File: config.mk
export PLATFORM = sky130hd
export DESIGN_NAME = ram_arbiter_flat
export DESIGN_NICKNAME = d
export VERILOG_FILES = /design/src/rtl/ram_arbiter_pkg.sv /design/src/rtl/ram_arbiter_if.sv /design/src/rtl/ram_arbiter.sv /design/src/flat_wrapper.sv
export SDC_FILE = /design/constraint.sdc
export NUM_CORES = 1
export LEC_CHECK = 0
export CAP_MARGIN = 30
export CORE_AREA = 3 3 116 118
export CTS_CLUSTER_DIAMETER = 100
export DETAILED_ROUTE_END_ITERATION = 6
export DIE_AREA = 0 0 119 121
export PLACE_DENSITY = 0.76
export SYNTH_ARGS = -nofsm -noshare
export SYNTH_HDL_FRONTEND = slang
export SYNTH_SLANG_ARGS = --single-unit
File: constraint.sdc
create_clock -name clk -period 1.8 [get_ports clk]
set_clock_uncertainty 0.15 [all_clocks]
set_input_delay 0.18 -clock clk [delete_from_list [all_inputs] [get_ports clk]]
set_output_delay 0.18 -clock clk [all_outputs]
set_load 0.05 [all_outputs]
File: src/rtl/ram_arbiter_pkg.sv
// Shared types and constants for the two-master single-port RAM arbiter.
package ram_arbiter_pkg;

  typedef enum logic {
    M0 = 1'b0,
    M1 = 1'b1
  } ownerT;

  typedef enum logic [1:0] {
    IDLE = 2'b00,
    OWN0 = 2'b01,
    OWN1 = 2'b10
  } stateT;

  localparam logic [1:0] WE_READ = 2'b00;

  // Burst counter width never drops below three bits, even for tiny bursts.
  function automatic int cntWidth(input int maxBurst);
    cntWidth = ($clog2(maxBurst) < 3) ? 3 : $clog2(maxBurst);
  endfunction

  function automatic logic isRead(input logic [1:0] we);
    isRead = (we == WE_READ);
  endfunction

endpackage

File: src/rtl/ram_arbiter_if.sv
// Bus bundle between two masters, the arbiter and the RAM port.
interface ram_arbiter_if;

  logic        m0_req;
  logic        m1_req;
  logic        m0_lock;
  logic        m1_lock;
  logic [1:0]  m0_we;
  logic [1:0]  m1_we;
  logic [31:0] m0_addr;
  logic [31:0] m1_addr;
  logic [31:0] m0_wdata;
  logic [31:0] m1_wdata;
  logic        m0_gnt;
  logic        m1_gnt;
  logic [31:0] m0_rdata;
  logic [31:0] m1_rdata;
  logic        m0_rvalid;
  logic        m1_rvalid;
  logic [1:0]  ram_we;
  logic [31:0] ram_addr;
  logic [31:0] ram_wdata;
  logic [31:0] ram_rdata;

  modport slave (
    input  m0_req, m1_req, m0_lock, m1_lock, m0_we, m1_we,
    input  m0_addr, m1_addr, m0_wdata, m1_wdata, ram_rdata,
    output m0_gnt, m1_gnt, m0_rdata, m1_rdata, m0_rvalid, m1_rvalid,
    output ram_we, ram_addr, ram_wdata
  );

  modport master (
    output m0_req, m1_req, m0_lock, m1_lock, m0_we, m1_we,
    output m0_addr, m1_addr, m0_wdata, m1_wdata, ram_rdata,
    input  m0_gnt, m1_gnt, m0_rdata, m1_rdata, m0_rvalid, m1_rvalid,
    input  ram_we, ram_addr, ram_wdata
  );

endinterface

File: src/rtl/ram_arbiter.sv
// Two-master RAM arbiter: tie-break on last owner, lockable bursts capped at MAX_BURST
// beats when the other master is waiting, registered read return.
module ram_arbiter
  import ram_arbiter_pkg::*;
#(
  parameter int MAX_BURST = 8
) (
  input logic          clk,
  input logic          reset,
  ram_arbiter_if.slave bus
);

  localparam int              CW        = cntWidth(MAX_BURST);
  localparam logic [CW-1:0]   LAST_BEAT = CW'(MAX_BURST - 1);
  localparam logic [CW-1:0]   CNT_ZERO  = {CW{1'b0}};
  localparam logic [CW-1:0]   CNT_ONE   = {{(CW-1){1'b0}}, 1'b1};

  stateT          stateR;
  stateT          nextStateS;
  ownerT          lastOwnerR;
  logic [CW-1:0]  beatCntR;
  logic [CW-1:0]  nextBeatCntS;

  logic           gnt0S;
  logic           gnt1S;
  logic           beat0S;
  logic           beat1S;

  logic [1:0]     ramWeS;
  logic [31:0]    ramAddrS;
  logic [31:0]    ramWdataS;

  logic [31:0]    rdata0R;
  logic [31:0]    rdata1R;
  logic           rvalid0R;
  logic           rvalid1R;

  // Grants come straight from the registered state, so they can never overlap.
  assign gnt0S  = (stateR == OWN0);
  assign gnt1S  = (stateR == OWN1);
  assign beat0S = gnt0S && bus.m0_req;
  assign beat1S = gnt1S && bus.m1_req;

  assign bus.m0_gnt    = gnt0S;
  assign bus.m1_gnt    = gnt1S;
  assign bus.m0_rdata  = rdata0R;
  assign bus.m1_rdata  = rdata1R;
  assign bus.m0_rvalid = rvalid0R;
  assign bus.m1_rvalid = rvalid1R;
  assign bus.ram_we    = ramWeS;
  assign bus.ram_addr  = ramAddrS;
  assign bus.ram_wdata = ramWdataS;

  // RAM port mux: only a completing beat drives the port, otherwise it sits at zero.
  always_comb begin
    ramWeS    = WE_READ;
    ramAddrS  = 32'h0000_0000;
    ramWdataS = 32'h0000_0000;
    if (beat0S) begin
      ramWeS    = bus.m0_we;
      ramAddrS  = bus.m0_addr;
      ramWdataS = bus.m0_wdata;
    end else if (beat1S) begin
      ramWeS    = bus.m1_we;
      ramAddrS  = bus.m1_addr;
      ramWdataS = bus.m1_wdata;
    end else begin
      ramWeS    = WE_READ;
      ramAddrS  = 32'h0000_0000;
      ramWdataS = 32'h0000_0000;
    end
  end

  // Arbitration next state and burst counter.
  always_comb begin
    nextStateS   = stateR;
    nextBeatCntS = beatCntR;
    case (stateR)
      IDLE: begin
        if (bus.m0_req && !bus.m1_req) begin
          nextStateS = OWN0;
        end else if (bus.m1_req && !bus.m0_req) begin
          nextStateS = OWN1;
        end else if (bus.m0_req && bus.m1_req) begin
          nextStateS = (lastOwnerR == M1) ? OWN0 : OWN1;
        end else begin
          nextStateS = IDLE;
        end
      end
      OWN0: begin
        if (beat0S && bus.m0_lock) begin
          nextStateS = ((beatCntR == LAST_BEAT) && bus.m1_req) ? OWN1 : OWN0;
        end else if (bus.m1_req) begin
          nextStateS = OWN1;
        end else if (bus.m0_req) begin
          nextStateS = OWN0;
        end else begin
          nextStateS = IDLE;
        end
      end
      OWN1: begin
        if (beat1S && bus.m1_lock) begin
          nextStateS = ((beatCntR == LAST_BEAT) && bus.m0_req) ? OWN0 : OWN1;
        end else if (bus.m0_req) begin
          nextStateS = OWN0;
        end else if (bus.m1_req) begin
          nextStateS = OWN1;
        end else begin
          nextStateS = IDLE;
        end
      end
      default: begin
        nextStateS = IDLE;
      end
    endcase

    // An uncontested locked burst simply wraps the counter and keeps the bus.
    if ((nextStateS != stateR) || (nextStateS == IDLE)) begin
      nextBeatCntS = CNT_ZERO;
    end else if (beat0S || beat1S) begin
      nextBeatCntS = (beatCntR == LAST_BEAT) ? CNT_ZERO : (beatCntR + CNT_ONE);
    end else begin
      nextBeatCntS = beatCntR;
    end
  end

  // Arbitration state, burst counter and tie-break history.
  always_ff @(posedge clk or negedge reset) begin
    if (!reset) begin
      stateR     <= IDLE;
      beatCntR   <= CNT_ZERO;
      lastOwnerR <= M1;
    end else begin
      stateR   <= nextStateS;
      beatCntR <= nextBeatCntS;
      if (beat0S) begin
        lastOwnerR <= M0;
      end else if (beat1S) begin
        lastOwnerR <= M1;
      end else begin
        lastOwnerR <= lastOwnerR;
      end
    end
  end

  // Read return: capture RAM data on a read beat and pulse rvalid for one cycle.
  always_ff @(posedge clk or negedge reset) begin
    if (!reset) begin
      rdata0R  <= 32'h0000_0000;
      rdata1R  <= 32'h0000_0000;
      rvalid0R <= 1'b0;
      rvalid1R <= 1'b0;
    end else begin
      rvalid0R <= beat0S && isRead(bus.m0_we);
      rvalid1R <= beat1S && isRead(bus.m1_we);
      if (beat0S && isRead(bus.m0_we)) begin
        rdata0R <= bus.ram_rdata;
      end else begin
        rdata0R <= rdata0R;
      end
      if (beat1S && isRead(bus.m1_we)) begin
        rdata1R <= bus.ram_rdata;
      end else begin
        rdata1R <= rdata1R;
      end
    end
  end

endmodule

File: src/flat_wrapper.sv
// flat-port wrapper written by rule: the top's interface ports become plain ports
module ram_arbiter_flat import ram_arbiter_pkg::*;
#(
  parameter int MAX_BURST = 8
)
  (clk, reset, bus_m0_req, bus_m1_req, bus_m0_lock, bus_m1_lock, bus_m0_we, bus_m1_we, bus_m0_addr, bus_m1_addr, bus_m0_wdata, bus_m1_wdata, bus_ram_rdata, bus_m0_gnt, bus_m1_gnt, bus_m0_rdata, bus_m1_rdata, bus_m0_rvalid, bus_m1_rvalid, bus_ram_we, bus_ram_addr, bus_ram_wdata);
  ram_arbiter_if bus_i ();
  input logic clk;
  input logic reset;
  input wire logic [$bits(bus_i.m0_req)-1:0] bus_m0_req;
  input wire logic [$bits(bus_i.m1_req)-1:0] bus_m1_req;
  input wire logic [$bits(bus_i.m0_lock)-1:0] bus_m0_lock;
  input wire logic [$bits(bus_i.m1_lock)-1:0] bus_m1_lock;
  input wire logic [$bits(bus_i.m0_we)-1:0] bus_m0_we;
  input wire logic [$bits(bus_i.m1_we)-1:0] bus_m1_we;
  input wire logic [$bits(bus_i.m0_addr)-1:0] bus_m0_addr;
  input wire logic [$bits(bus_i.m1_addr)-1:0] bus_m1_addr;
  input wire logic [$bits(bus_i.m0_wdata)-1:0] bus_m0_wdata;
  input wire logic [$bits(bus_i.m1_wdata)-1:0] bus_m1_wdata;
  input wire logic [$bits(bus_i.ram_rdata)-1:0] bus_ram_rdata;
  output wire logic [$bits(bus_i.m0_gnt)-1:0] bus_m0_gnt;
  output wire logic [$bits(bus_i.m1_gnt)-1:0] bus_m1_gnt;
  output wire logic [$bits(bus_i.m0_rdata)-1:0] bus_m0_rdata;
  output wire logic [$bits(bus_i.m1_rdata)-1:0] bus_m1_rdata;
  output wire logic [$bits(bus_i.m0_rvalid)-1:0] bus_m0_rvalid;
  output wire logic [$bits(bus_i.m1_rvalid)-1:0] bus_m1_rvalid;
  output wire logic [$bits(bus_i.ram_we)-1:0] bus_ram_we;
  output wire logic [$bits(bus_i.ram_addr)-1:0] bus_ram_addr;
  output wire logic [$bits(bus_i.ram_wdata)-1:0] bus_ram_wdata;
  assign bus_i.m0_req = bus_m0_req;
  assign bus_i.m1_req = bus_m1_req;
  assign bus_i.m0_lock = bus_m0_lock;
  assign bus_i.m1_lock = bus_m1_lock;
  assign bus_i.m0_we = bus_m0_we;
  assign bus_i.m1_we = bus_m1_we;
  assign bus_i.m0_addr = bus_m0_addr;
  assign bus_i.m1_addr = bus_m1_addr;
  assign bus_i.m0_wdata = bus_m0_wdata;
  assign bus_i.m1_wdata = bus_m1_wdata;
  assign bus_i.ram_rdata = bus_ram_rdata;
  assign bus_m0_gnt = bus_i.m0_gnt;
  assign bus_m1_gnt = bus_i.m1_gnt;
  assign bus_m0_rdata = bus_i.m0_rdata;
  assign bus_m1_rdata = bus_i.m1_rdata;
  assign bus_m0_rvalid = bus_i.m0_rvalid;
  assign bus_m1_rvalid = bus_i.m1_rvalid;
  assign bus_ram_we = bus_i.ram_we;
  assign bus_ram_addr = bus_i.ram_addr;
  assign bus_ram_wdata = bus_i.ram_wdata;
  ram_arbiter #(.MAX_BURST(MAX_BURST)) u_core (.clk(clk), .reset(reset), .bus(bus_i));
endmodule
==> parameters.txt, run 1 <==
Parameter                              Value

Placement
  Count of buffers inserted at the top-level ports ... 303
  Half-perimeter wire length of the detailed placement result ... 12.8 mm
  Dpl cells ... 725
  Final estimated routing congestion in global placement ... 0.876

Clock tree
  Cts bufs inserted ... 9
  Number of H-tree branching levels ... 3
  TritonCTS clock tree ... yes
  Master cell of the clock root buffer ... sky130_fd_sc_hd__clkbuf_16
  Reg clk slew, reported paths ... 60 ps
  Total number of clock tree sinks ... 72
  Insertion delay to the later sink of the worst-skew pair ... 320 ps
  Max Root-Sink Buffers ... 2

Die
  Die footprint ... 0.0144 mm^2
  IO Count ... 304
  Num rows ... 41
  Initial Utilization ... 0.286
  Chip width ... 119 um
  Overall die height ... 121 um
  Floorplan core area ... 0.0126 mm^2

Critical path
  Crit path buffers/inverters ... 4
  Maximum cell stage delay along the critical path ... 410 ps
  Startpoint type of the worst setup path ... flop
  Type of the worst setup path ... flop to output pin
  Slowest CP cell ... sky130_fd_sc_hd__dfrtp_1
  Required time of the worst setup path ... 1470 ps
  Critical Path, Cell by Cell ... buf_6, and3b_4, buf_12, clkbuf_16, a22o_4, buf_12
  Setup crit end kind ... output pin
  Arr. time, crit path ... 1810 ps
  Dominant delay contributor by cell family on the critical path ... buffers and inverters
  Critical-path maximum fanout ... 6
  Cell seen most often among critical-path stages ... sky130_fd_sc_hd__buf_12

Timing
  Final cycle utilization of the critical path ... 1.19
  RSZ-0062 raised after global routing ... yes
  Slew at the pin with the worst max-slew slack ... 498 ps
  Final Worst Setup Slack ... -336 ps
  Pins over their slew limit ... 0
  Count of endpoints failing setup in the final report ... 131
  Final Critical Period ... 2140 ps
  Headroom to the max-slew limit ... 0.669
  Hold violation count in the final report ... 0
  FMAX ... 468 MHz

Drt
  Via count ... 3739
  Violation count after the first detailed-route iteration ... 205
  Drt drc ... 2
  WL final ... 18.1 mm
  Router iterations before antenna repair ... 6
  Count of nets left with antenna violations after detail routing ... 0
  Drt wl/cell ... 23.4 um
  Mean number of vias per cell ... 4.84

Global route
  Global-route wire length before repair ... 24.1 mm
  Maximum number of pins on one net before global-route repair ... 58
  Number of global-route vias before repair ... 3943
  Initial antenna violation count ... 0
  GRT Util Overall ... 0.223
  Overall overflow remaining after global route ... 0

Cells and area
  Number of antenna repair diodes ... 0
  Sequential cell area in the final layout ... 0.00180 mm^2
  Final standard cell count with taps included and fillers excluded ... 772
  Area of combinational cells with multiple inputs ... 0.00205 mm^2
  Fraction of final layout cells sized beyond drive strength 1 ... 0.550
  Most common cell after layout, fill and taps aside ... sky130_fd_sc_hd__clkdlybuf4s50_1
  Count of fill cells added during filler insertion ... 840
  Number of nets in the layout ... 767
  Final core utilization ... 0.693
  Area Growth Syn to Fin ... 142%
  Commonest cells after routing, fill and taps aside ... sky130_fd_sc_hd__clkdlybuf4s50_1 (168), sky130_fd_sc_hd__buf_12 (79), sky130_fd_sc_hd__buf_4 (77)

Synthesis
  Area of the mapped netlist ... 0.00360 mm^2
  Warning count from the yosys run ... 0
  Syn avg cell area ... 14.0 um^2
  Syn Inst Count ... 258
  Unique masters post-synth ... 31
  Synthesized netlist net count ... 430
  Register bit total from synthesis ... 72
  Sequential area share after synthesis ... 0.501

Run
  Maximum Capacitance Violations ... 0

Run status
  Violations in the final reports ... DRC, setup timing
  Outcome ... finished with violations

Power
  IR drop worst, VDD ... 562 uV
  Leakage power of the design ... 4.06 nW
  Areal power density over the cells ... 1660 mW/mm^2

Hold path
  Worst min-delay path class ... input port to async pin
-- kinds of logic (layout without fill, tap and decap cells) --
group,Yosys count,count (layout),synth area share
buffers and inverters,28,369,0.0507
AO/OA/AOI/OAI,78,78,0.182
multiplexers,64,64,0.230
flip-flops,72,72,0.501
adder cells (fa/ha/maj),2,2,0.00695
AND/OR/NAND/NOR,14,15,0.0285
-- cells in the mapped netlist --
| master | count | area share |
|---|---|---|
| sky130_fd_sc_hd__o22ai_1 | 1 | 0.0017 |
| sky130_fd_sc_hd__clkbuf_1 | 8 | 0.0083 |
| sky130_fd_sc_hd__dfrtp_1 | 71 | 0.49 |
| sky130_fd_sc_hd__and3b_1 | 1 | 0.0024 |
| sky130_fd_sc_hd__or2b_1 | 1 | 0.0021 |
| sky130_fd_sc_hd__inv_1 | 5 | 0.0052 |
| sky130_fd_sc_hd__and2b_1 | 1 | 0.0021 |
| sky130_fd_sc_hd__dfstp_2 | 1 | 0.0073 |
| sky130_fd_sc_hd__buf_2 | 8 | 0.011 |
| sky130_fd_sc_hd__nor2_1 | 1 | 0.0010 |
| sky130_fd_sc_hd__o31ai_1 | 1 | 0.0021 |
| sky130_fd_sc_hd__and3b_2 | 1 | 0.0028 |
| sky130_fd_sc_hd__o21ai_0 | 3 | 0.0042 |
| sky130_fd_sc_hd__a311o_1 | 1 | 0.0028 |
| sky130_fd_sc_hd__nand2_2 | 1 | 0.0017 |
| sky130_fd_sc_hd__nand3b_4 | 1 | 0.0056 |
| sky130_fd_sc_hd__a211oi_1 | 2 | 0.0042 |
| sky130_fd_sc_hd__a21oi_1 | 2 | 0.0028 |
| sky130_fd_sc_hd__a21boi_0 | 1 | 0.0021 |
| sky130_fd_sc_hd__nand2_1 | 2 | 0.0021 |
| sky130_fd_sc_hd__a21o_1 | 1 | 0.0021 |
| sky130_fd_sc_hd__or3_1 | 1 | 0.0017 |
| sky130_fd_sc_hd__mux2_4 | 29 | 0.12 |
| sky130_fd_sc_hd__ha_1 | 2 | 0.0070 |
| sky130_fd_sc_hd__a22o_1 | 66 | 0.16 |
| sky130_fd_sc_hd__buf_12 | 3 | 0.017 |
| sky130_fd_sc_hd__nor2b_1 | 2 | 0.0035 |
| sky130_fd_sc_hd__nand2b_1 | 2 | 0.0035 |
| sky130_fd_sc_hd__buf_6 | 1 | 0.0031 |
| sky130_fd_sc_hd__buf_4 | 3 | 0.0063 |
| sky130_fd_sc_hd__mux2_2 | 35 | 0.11 |
-- metal layers --
layer	global-route usage	wire length, um
met1	0.237	6280
met2	0.421	10100
met3	0.0578	1220
met4	0.0862	488
met5	0	0
-- sequential cells by signal, indices dropped and copies added, names as in the netlist --
| register | count |
|---|---|
| u_core.bus.m1_rdata | 32 |
| u_core.stateR | 2 |
| u_core.bus.m0_rvalid | 1 |
| u_core.bus.m1_rvalid | 1 |
| u_core.beatCntR | 3 |
| u_core.bus.m0_rdata | 32 |
| u_core.lastOwnerR | 1 |
-- final timing paths --
check,from,end,slack [ps],depth (start not counted)
setup / recovery,u_core.stateR[0],bus_ram_addr[11],-340,6
hold / removal,reset,u_core.bus.m0_rdata[27],170,2
setup reg to reg,u_core.stateR[0],u_core.bus.m1_rdata[25],-210,6
hold reg to reg,u_core.beatCntR[0],u_core.beatCntR[0],310,1
max in group asynchronous,reset,u_core.bus.m1_rdata[20],700,3
min in group clk,u_core.beatCntR[0],u_core.beatCntR[0],310,1
-- repair_timing --
action,in CTS,in global routing
setup buffers,7,5
endpoints found under the setup margin,99,101
pin swaps,2,4
hold endpoints to repair,15,0
resized for setup,18,49
hold buffers,1,0
cloned,8,10
-- worst reg2reg max path, stage by stage, from the launching register on --
cell and delay, ps:
sky130_fd_sc_hd__dfrtp_1 410, sky130_fd_sc_hd__buf_4 170, sky130_fd_sc_hd__nand3b_4 150, sky130_fd_sc_hd__or3_4 400, sky130_fd_sc_hd__buf_4 180, sky130_fd_sc_hd__buf_12 140
sky130_fd_sc_hd__mux2_4 300
-- report_power, final --
group	internal [W]	switching [W]
logic	0.00433	0.00553
registers	0.00236	0.000470
clock network	0.00115	0.000645
-- stage by stage --
step	instance area [um^2]	worst slack [ps]	power (W)	setup TNS (ps)	hold slack [ps]
after global placement	7520	-244	0.0117	-17450	-33.7
after global routing	8710	-384	0.0150	-35700	188
final	8710	-336	0.0145	-30280	171
after detailed placement	7520	-267	0.0118	-20350	-24.5
after CTS	8180	-335	0.0140	-24890	163
after floorplan	3750	-20.8	0.00809	-187	-266
-- layout make-up --
class | count | share of cell area
Clock inverter | 4 | 0.00603
Timing Repair Buffer | 348 | 0.495
Clock buffer | 12 | 0.0294
Inverter | 5 | 0.00215
Multi-Input combinational cell | 159 | 0.235
Tap cell | 172 | 0.0247
Sequential cell | 72 | 0.207
Power figures use the tool's default switching activity.
==> run 2, diff against run 1 <==
--- a/config.mk
+++ b/config.mk
@@ -10,6 +10,7 @@
 export CTS_CLUSTER_DIAMETER = 100
 export DETAILED_ROUTE_END_ITERATION = 6
 export DIE_AREA = 0 0 119 121
+export GPL_TIMING_DRIVEN = 0
 export PLACE_DENSITY = 0.76
 export SYNTH_ARGS = -nofsm -noshare
 export SYNTH_HDL_FRONTEND = slang
==> run 2 against run 1 <==
The run ends with setup timing left. Sequential share of layout area grew 1.5 points. Critical path depth decreased by 1. Register-to-register slack got worse by 20 ps. First-iteration DRC count decreased by 37%.
==> parameters.txt, run 2 (synthesized netlist as in run 1, its figures left out) <==
Parameter                              Value

Run status
  Outcome ... finished with violations
  Violations in the final reports ... setup timing

Drt
  Violation count after the first detailed-route iteration ... 129 (-37%)
  Mean number of vias per cell ... 4.75 (-2.0%)
  WL final ... 16.6 mm (-8.3%)
  Drt wl/cell ... 21.6 um (-7.8%)
  Via count ... 3647 (-2.5%)
  Drt drc ... 0 (-2)
  Router iterations before antenna repair ... 4 (-2)
  Count of nets left with antenna violations after detail routing ... 0 (unchanged)

Clock tree
  Reg clk slew, reported paths ... 50 ps (about the same)
  TritonCTS clock tree ... yes
  Number of H-tree branching levels ... 3 (unchanged)
  Master cell of the clock root buffer ... sky130_fd_sc_hd__clkbuf_16
  Total number of clock tree sinks ... 72 (unchanged)
  Cts bufs inserted ... 9 (unchanged)
  Max Root-Sink Buffers ... 2 (unchanged)
  Insertion delay to the later sink of the worst-skew pair ... 330 ps (about the same)

Critical path
  Launch point of the worst reg-to-reg path ... u_core.stateR[0]
  Slowest CP cell ... sky130_fd_sc_hd__dfrtp_1
  Type of the worst setup path ... flop to output pin
  Critical Path Source ... u_core.stateR[0]
  Critical-path maximum fanout ... 10 (+4)
  Maximum cell stage delay along the critical path ... 400 ps (about the same)
  Arr. time, crit path ... 1730 ps (-80 ps)
  Required time of the worst setup path ... 1470 ps (about the same)
  Startpoint type of the worst setup path ... flop
  Setup crit end kind ... output pin
  Critical Path, Cell by Cell ... and3b_2, buf_12, clkbuf_8, a22o_2, buf_6

Power
  Areal power density over the cells ... 1620 mW/mm^2 (-2.6%)
  Relative contribution of the clock network to total power ... 0.125 (about the same)
  Combinational share of power ... 0.665 (-0.015)
  Leakage power of the design ... 3.98 nW (-2.0%)
  Psw ... 0.00638 W (-3.9%)
  Design internal power ... 0.00677 W (-14%)
  Net switching fraction of the power ... 0.485 (+0.0268)
  IR drop worst, VDD ... 626 uV (+11%)
  Seq pwr share ... 0.210 (+0.014)

Timing
  Headroom to the max-slew limit ... 0.385 (-0.284)
  Pins over their slew limit ... 0 (unchanged)
  Final cycle utilization of the critical path ... 1.15 (-0.0413)
  RSZ-0062 raised after global routing ... yes
  FMAX ... 485 MHz (+3.6%)
  Count of endpoints failing setup in the final report ... 98 (-25%)
  Final hold slack ... 109 ps (-61.8 ps)
  Final Critical Period ... 2060 ps (-74.4 ps)
  Final Worst Setup Slack ... -262 ps (+74.4 ps)
  Slew at the pin with the worst max-slew slack ... 922 ps (+424 ps)
  Hold violation count in the final report ... 0 (unchanged)
  Total negative slack for setup checks ... -19780 ps (+10500 ps)

Placement
  Final estimated routing congestion in global placement ... 0.835 (-4.7%)
  Count of buffers inserted at the top-level ports ... 303 (unchanged)
  Worst setup timing slack at the placement stage ... -1380 ps (-1120 ps)
  Post-detailed-placement cell area ... 0.00700 mm^2 (-7.0%)
  Half-perimeter wire length of the detailed placement result ... 12.8 mm (about the same)

Cells and area
  Number of antenna repair diodes ... 0 (unchanged)
  Fraction of final layout cells sized beyond drive strength 1 ... 0.431 (-0.119)
  Number of nets in the layout ... 764 (-0.39%)
  Sequential cell area in the final layout ... 0.00180 mm^2 (about the same)
  Final instance area ... 0.00812 mm^2 (-6.8%)
  Count of fill cells added during filler insertion ... 958 (+14%)
  Area Growth Syn to Fin ... 126%
  Commonest cells after routing, fill and taps aside ... sky130_fd_sc_hd__clkdlybuf4s50_1 (166), sky130_fd_sc_hd__dfrtp_1 (70), sky130_fd_sc_hd__dlygate4sd2_1 (67)
  Area of combinational cells with multiple inputs ... 0.00203 mm^2 (-0.85%)
  Most common cell after layout, fill and taps aside ... sky130_fd_sc_hd__clkdlybuf4s50_1

Die
  Initial Utilization ... 0.286 (unchanged)
  Die footprint ... 0.0144 mm^2 (unchanged)
  Floorplan core area ... 0.0126 mm^2 (unchanged)
  Num rows ... 41 (unchanged)
  IO Count ... 304 (unchanged)
  Overall die height ... 121 um (unchanged)
  Chip width ... 119 um (unchanged)

Hold path
  Worst min-delay path class ... input port to flop
  Launch instance of the worst min-delay path ... bus_m0_req

Global route
  Overall overflow remaining after global route ... 0 (unchanged)
  GRT Util Overall ... 0.220 (-0.00340)
  Number of global-route vias before repair ... 4129 (+4.7%)
  Maximum number of pins on one net before global-route repair ... 73 (+26%)
  Initial antenna violation count ... 0 (unchanged)
  Global-route wire length before repair ... 24.0 mm (-0.57%)

Run
  Maximum Capacitance Violations ... 0 (unchanged)
[run 2: path summary, 6_finish.rpt]
| kind | slack (ps) | cells after the start | end |
|---|---|---|---|
| min in group asynchronous | 380 | 2 | u_core.bus.m1_rdata[27] |
| worst max-delay path | -260 | 5 | bus_ram_addr[12] |
| worst max register to register | -230 | 6 | u_core.bus.m1_rdata[30] |
| worst min register to register | 300 | 1 | u_core.beatCntR[0] |
| worst min-delay path | 110 | 3 | u_core.stateR[0] |
| max in group asynchronous | 490 | 2 | u_core.stateR[1] |
[run 2: metrics by stage]
step                utilization  cells  total power, W
floorplan                     -    258         0.00809
global placement          0.557    733          0.0109
detailed placement        0.557    733          0.0111
CTS                       0.619    764          0.0129
global route              0.646    768          0.0136
finish                    0.646    768          0.0131
[run 2: power by group through the flow]
stage / Combinational, W / Sequential [W] / Clock [W]
detailed placement: 0.00826 / 0.00282 / 0
global placement: 0.00817 / 0.00277 / 0
global route: 0.00904 / 0.00285 / 0.00175
finish: 0.00874 / 0.00276 / 0.00164
floorplan: 0.00290 / 0.00520 / 0
CTS: 0.00844 / 0.00276 / 0.00168
[run 2: layout make-up]
class                   count  area share
multi-input cells         158       0.250
clock buffers              12      0.0316
clock inverters             3     0.00216
well taps                 172      0.0265
plain buffers              21      0.0393
flip-flops and latches     72       0.222
repair buffers            325       0.426
inverters                   5     0.00231
[run 2: per-layer routing]
metal | GRT usage | vias up | share of wire
met5 | 0 | - | 0
met4 | 0.101 | 0 | 0.039
met3 | 0.0681 | 38 | 0.071
met2 | 0.399 | 187 | 0.53
met1 | 0.233 | 1760 | 0.36
li1 | - | 1662 | -
[run 2: what timing repair did]
item | 4_1_cts | 5_1_grt
hold buffers | 1 | 0
setup buffers | 10 | 3
resized for setup | 607 | 65
endpoints found under the setup margin | 194 | 132
gates cloned | 7 | 1
pin swaps | 3 | 5
hold endpoints to repair | 71 | 0
[run 2: critical path: cells and delay by family, from the launching register on]
family	cells	cell delay, ps
AOI/OAI and AO/OA	1	280
buffers and inverters	3	470
DFF	1	400
and+or+nand+nor	1	250
==> run 3, diff against run 2 <==
--- a/config.mk
+++ b/config.mk
@@ -5,7 +5,6 @@
 export SDC_FILE = /design/constraint.sdc
 export NUM_CORES = 1
 export LEC_CHECK = 0
-export CAP_MARGIN = 30
 export CORE_AREA = 3 3 116 118
 export CTS_CLUSTER_DIAMETER = 100
 export DETAILED_ROUTE_END_ITERATION = 6
==> results of run 3 <==
No change in the layout: final DEF, timing and power equal those of run 2.
